===== config.mk =====
export PLATFORM = sky130hd
export DESIGN_NAME = color_result_uart
export DESIGN_NICKNAME = d
export VERILOG_FILES = /design/src/rtl/color_result_uart.sv
export SDC_FILE = /design/constraint.sdc
export NUM_CORES = 1
export LEC_CHECK = 0
export CAP_MARGIN = 10
export CORE_MARGIN = 5
export CORE_UTILIZATION = 30
export DETAILED_ROUTE_END_ITERATION = 6
export GPL_ROUTABILITY_DRIVEN = 0
export HOLD_SLACK_MARGIN = 0.03
export MAX_ROUTING_LAYER = met4
export PLACE_DENSITY = 0.43
export SLEW_MARGIN = 20
export SYNTH_ARGS = -nofsm -noshare
export SYNTH_HDL_FRONTEND = slang
export SYNTH_SLANG_ARGS = --single-unit

===== constraint.sdc =====
create_clock -name clk -period 5.4 [get_ports clk]
set_input_delay 1.08 -clock clk [delete_from_list [all_inputs] [get_ports clk]]
set_output_delay 1.08 -clock clk [all_outputs]
set_load 0.01 [all_outputs]

===== src/rtl/color_result_uart.sv =====
// rtl/color_result_uart.sv - debounced red/green verdict latch with 8N1 UART change reporter
//
// Purpose : Debounces the 2-bit colour verdict and commits it as `result`. Every
//           committed change is sent as one ASCII byte ('N', 'R' or 'G') on an 8N1 UART line.
// Ports   : clk          system clock, rising edge
//           rst          asynchronous active-high reset
//           red_green    raw verdict: 00 none, 01 red, 10 green, 11 illegal
//           result       committed verdict
//           result_valid one-cycle pulse on every committed change
//           tx           UART serial output, idle high
//           busy         high while a frame (or CRLF tail) is on the line
// Option  : COLOR_UART_CRLF_EN - when defined, each code byte is followed by 0x0D 0x0A frames.

module color_result_uart #(
    parameter int CLK_FREQ   = 50000000,
    parameter int BAUD       = 115200,
    parameter int STABLE_CYC = 1000000
) (
    input  logic       clk,
    input  logic       rst,
    input  logic [1:0] red_green,
    output logic [1:0] result,
    output logic       result_valid,
    output logic       tx,
    output logic       busy
);

    localparam int BAUD_DIV = CLK_FREQ / BAUD;
    localparam int BW       = $clog2(BAUD_DIV);
    localparam int CW       = $clog2(STABLE_CYC);
    localparam logic [BW-1:0] BAUD_MAX = BW'(BAUD_DIV - 1);
    localparam logic [CW-1:0] CNT_MAX  = CW'(STABLE_CYC - 1);

    typedef enum logic [1:0] {
        S_IDLE  = 2'd0,
        S_START = 2'd1,
        S_DATA  = 2'd2,
        S_STOP  = 2'd3
    } tx_state_t;

    function automatic logic [7:0] code_byte(input logic [1:0] v);
        case (v)
            2'b01:   code_byte = 8'h52;
            2'b10:   code_byte = 8'h47;
            default: code_byte = 8'h4E;
        endcase
    endfunction

    // ---------------------------------------------------------------- debounce
    logic [1:0]    samp_q;
    logic [CW-1:0] cnt_q;
    logic          commit;

    // The illegal code never commits, so result keeps its previous value.
    assign commit = (cnt_q == CNT_MAX) && (samp_q != result) && (samp_q != 2'b11);

    always_ff @(posedge clk or posedge rst) begin
        if (rst) begin
            samp_q       <= 2'b00;
            cnt_q        <= '0;
            result       <= 2'b00;
            result_valid <= 1'b0;
        end else begin
            samp_q <= red_green;
            if (red_green != samp_q)
                cnt_q <= '0;
            else if (cnt_q != CNT_MAX)
                cnt_q <= cnt_q + 1'b1;
            result_valid <= commit;
            if (commit)
                result <= samp_q;
        end
    end

    // ------------------------------------------------------- pending + TX FSM
    tx_state_t     state_q, state_d;
    logic [BW-1:0] baud_q, baud_d;
    logic [2:0]    bit_q, bit_d;
    logic [7:0]    shift_q, shift_d;
    logic          pend_q, pend_d;
    logic [7:0]    pend_byte_q, pend_byte_d;
    logic          load;
`ifdef COLOR_UART_CRLF_EN
    logic [1:0]    seq_q, seq_d;
`endif

    always_ff @(posedge clk or posedge rst) begin
        if (rst) begin
            state_q     <= S_IDLE;
            baud_q      <= '0;
            bit_q       <= 3'd0;
            shift_q     <= 8'h00;
            pend_q      <= 1'b0;
            pend_byte_q <= 8'h00;
`ifdef COLOR_UART_CRLF_EN
            seq_q       <= 2'd0;
`endif
        end else begin
            state_q     <= state_d;
            baud_q      <= baud_d;
            bit_q       <= bit_d;
            shift_q     <= shift_d;
            pend_q      <= pend_d;
            pend_byte_q <= pend_byte_d;
`ifdef COLOR_UART_CRLF_EN
            seq_q       <= seq_d;
`endif
        end
    end

    always_comb begin
        state_d = state_q;
        baud_d  = baud_q;
        bit_d   = bit_q;
        shift_d = shift_q;
        load    = 1'b0;
`ifdef COLOR_UART_CRLF_EN
        seq_d   = seq_q;
`endif
        case (state_q)
            S_IDLE: begin
                baud_d = '0;
                bit_d  = 3'd0;
                if (pend_q) begin
                    load    = 1'b1;
                    shift_d = pend_byte_q;
                    state_d = S_START;
`ifdef COLOR_UART_CRLF_EN
                    seq_d   = 2'd0;
`endif
                end
            end
            S_START: begin
                if (baud_q == BAUD_MAX) begin
                    baud_d  = '0;
                    state_d = S_DATA;
                end else begin
                    baud_d = baud_q + 1'b1;
                end
            end
            S_DATA: begin
                if (baud_q == BAUD_MAX) begin
                    baud_d  = '0;
                    shift_d = {1'b0, shift_q[7:1]};
                    bit_d   = bit_q + 3'd1;
                    if (bit_q == 3'd7)
                        state_d = S_STOP;
                end else begin
                    baud_d = baud_q + 1'b1;
                end
            end
            default: begin
                if (baud_q == BAUD_MAX) begin
                    baud_d = '0;
`ifdef COLOR_UART_CRLF_EN
                    // The CR/LF tail always finishes before a pending code byte goes out.
                    if (seq_q != 2'd2) begin
                        shift_d = (seq_q == 2'd0) ? 8'h0D : 8'h0A;
                        seq_d   = seq_q + 2'd1;
                        state_d = S_START;
                    end else if (pend_q) begin
                        load    = 1'b1;
                        shift_d = pend_byte_q;
                        seq_d   = 2'd0;
                        state_d = S_START;
                    end else begin
                        state_d = S_IDLE;
                    end
`else
                    // Back-to-back frame: no idle bit between stop and the next start.
                    if (pend_q) begin
                        load    = 1'b1;
                        shift_d = pend_byte_q;
                        state_d = S_START;
                    end else begin
                        state_d = S_IDLE;
                    end
`endif
                end else begin
                    baud_d = baud_q + 1'b1;
                end
            end
        endcase
    end

    // Single-entry slot: a commit always wins, even on the cycle the old byte is loaded.
    always_comb begin
        pend_d      = pend_q;
        pend_byte_d = pend_byte_q;
        if (load)
            pend_d = 1'b0;
        if (commit) begin
            pend_d      = 1'b1;
            pend_byte_d = code_byte(samp_q);
        end
    end

    // Decoded from state flops so reset forces the line high without waiting for a clock.
    always_comb begin
        tx = 1'b1;
        case (state_q)
            S_START: tx = 1'b0;
            S_DATA:  tx = shift_q[0];
            default: tx = 1'b1;
        endcase
    end

    assign busy = (state_q != S_IDLE);

endmodule

==> impl_results.md <==
- Status: complete, no violations
- Mapped Cells: about 260
- Mapped Avg Cell Area: between 10 and 15 µm²
- # fillers: 910
- Postcts setup bufs: 0
- Hold depth: 1
- Gr usage total: 0.101
- DP HPWL: 3480 µm
- Initial DRT Pass Iterations: 4
- Crit path max fanout: 17
- Static Leakage: around 1.3 nW
- Final wirelength: around 5000 µm
- Nature of the critical path endpoint: output pin
- Clk root buf: clkbuf_8
- Setup-failing EPs final: 0
- Synthesis-to-layout area growth: 10.7%
- CTS H-Tree Depth: 2
- IO Count: 9
- Total power draw: ~750 µW
- DR iter-0 viols: 97
- CTS sink cnt: between 50 and 60
- Unrepaired setup endpoints after global routing: false
- Initial antenna violation count: 0
- Critical Path Source Type: flop
- Critical path type: flop to output pin
- Worst R2R Path Depth: 6
- Final hold viol count: 0
- Max VDD drop: 107 µV
- First-pass GRT wire length: 8850 µm
- Die area: around 11,000 µm²
- Register area share after synthesis: 0.489
- Num CTS Buffers: 5
- Post-route ant nets: 0
- Synth top area share: 0.489
- Achievable Freq: 305 MHz
- Nets: ~290
- Setup_tns: 0 ns
- # resized after CTS: 0
- Clock Latency Late Sink: ~0.31 ns
- Final worst slack: 2.12 ns
- Worst-path clk slew: around 0.11 ns
- Chip height: 104 µm
- Vias in the first global route: ~1,800
- Worst slew margin: 0.543
- GR Overflow Total: 0
- Largest cells by area after synthesis: dfrtp_1, ha_1, mux2_2
- Row count: 34
- Routed len/inst: 13.2 µm
- Minimum clock period: ~3.3 ns
- Vias per inst: around 4.8
- Max Cap Viol: 0
- # diodes: 0
- Crit path arrival time: around 2.2 ns
- Fin. max-slew vios: 0
- Commonest non-fill, non-tap cell in the layout: dfrtp_1
- Core ar.: 8680 µm²
- Synthesized net count: between 200 and 300
- Post-Synthesis Cell Area: around 2700 µm²
- Cell Chain, Critical Path: inv_1 -> ha_1 -> mux2i_1 -> clkdlybuf4s50_1
- CTS Buffer Depth: 2
- Starting Density: 0.307
- CP Data Required Time: about 4.3 ns
- Seq cells post-synth: 52
- Chip Width: approximately 100 µm
- Largest net degree at the start of global routing: 53
- Port Buffers: 8
- Least-Margin Pin Slew: 0.686 ns
- Most frequent cells in the layout: dfrtp_1, nor2_1, inv_1
- Fin crit share: 0.607
- Pre-CTS WS: between 2 and 2.5 ns
- Power per Cell Area: 256 nW/µm²
- Hold buffer count at CTS: 0
- Residual DRC count: 0
- Largest area contributor in the netlist: dfrtp_1
- Share of layout cells above drive strength 1: 0.107
- Tightest hold margin: between 0.4 and 0.5 ns
- Largest stage delay, worst path: around 0.57 ns
- Synth Warn #: 0
- TritonCTS clock tree: yes
- DR vias: between 1,500 and 2,000
- Slowest CP cell: ha_1
- Clock Skews: between 0.01 and 0.015 ns
- Min-delay worst type: flop to flop
- Yosys cell types: 38
## metal layers
metal,GRT usage,part of all wire,up-vias
li1,-,-,918
met4,0.0278,0.0062,0
met3,0.0236,0.022,2
met5,-,0,-
met2,0.164,0.47,16
met1,0.125,0.50,872
## cell type report
type	count	area, µm²	area share
Clock buffer	5	68.8	0.0233
Sequential cell	52	1300	0.441
Clock inverter	3	27.5	0.00934
Timing Repair Buffer	9	87.6	0.0297
Inverter	21	78.8	0.0267
Tap cell	108	135	0.0458
Multi-Input combinational cell	181	1250	0.424
## cell usage after synthesis (all sizes together)
cell type and number:
nor3b 1, and4b 1, o31ai 3, a32o 2, or3 6, clkbuf 5, and4 1, or2 4
ha 13, a21o 3, nand2 16, mux2i 8, nor3 8, nand3 11, nor2b 2, xor2 3
nor4b 1, mux2 13, a222oi 1, or4 5, dfrtp 52, a21oi 15, nand2b 3, inv 21
and3 1, a21boi 2, o21ai 11, nand3b 1, xnor2 12, nand4 5, a211oi 2, buf 3
nor2 24, a2111o 1, nor4 1, o21bai 1
## sequential cells by signal, summed over array words and instances, names as in the netlist
register	cells
cnt_q	20
baud_q	9
shift_q	7
pend_byte_q	5
bit_q	3
result	2
samp_q	2
state_q	2
pend_q	1
result_valid	1
## stage by stage
step	utilization	cell area (µm²)	std cells
finish	0.340	2950	379
global route	0.340	2950	379
CTS	0.340	2950	379
detailed placement	0.329	2850	371
global placement	0.329	2850	371
floorplan	-	2660	262
## logic make-up (layout without fill, tap and decap cells)
group           count (synthesis)  after routing  synth area share
xor+xnor                       15             15            0.0493
simple gates                   91             91             0.176
fa+ha+maj                      13             13            0.0611
flops                          52             52             0.489
compound gates                 41             41            0.0973
buf+inv                        29             38            0.0423
mux                            21             21            0.0851
## final timing paths
path / from / endpoint / slack [ns]
worst max register to register: state_q[0]$_DFFE_PP0P_ / state_q[1]$_DFFE_PP0P_ / 3.05
max in group asynchronous: rst / cnt_q[13]$_DFFE_PP0P_ / 3.68
min in group asynchronous: rst / result[1]$_DFFE_PP0P_ / 1.25
worst min-delay path: pend_byte_q[1]$_DFFE_PP0P_ / pend_byte_q[1]$_DFFE_PP0P_ / 0.50
worst min register to register: pend_byte_q[1]$_DFFE_PP0P_ / pend_byte_q[1]$_DFFE_PP0P_ / 0.50
worst max-delay path: state_q[0]$_DFFE_PP0P_ / tx / 2.12
## worst max-delay path: cells and delay by family (launching register included)
family                   cells  cell delay (ns)
adder cells (fa/ha/maj)      1             0.57
buffers and inverters        2             0.66
flip-flops                   1             0.41
multiplexers                 1             0.25
## power by group
| part | internal (mW) | leakage [nW] | switching, mW |
|---|---|---|---|
| registers | 0.397 | 0.721 | 0.00860 |
| clock network | 0.0956 | 0.0463 | 0.144 |
| logic | 0.0447 | 0.501 | 0.0649 |
| total | 0.537 | 1.27 | 0.218 |
Power figures use the tool's default switching activity.
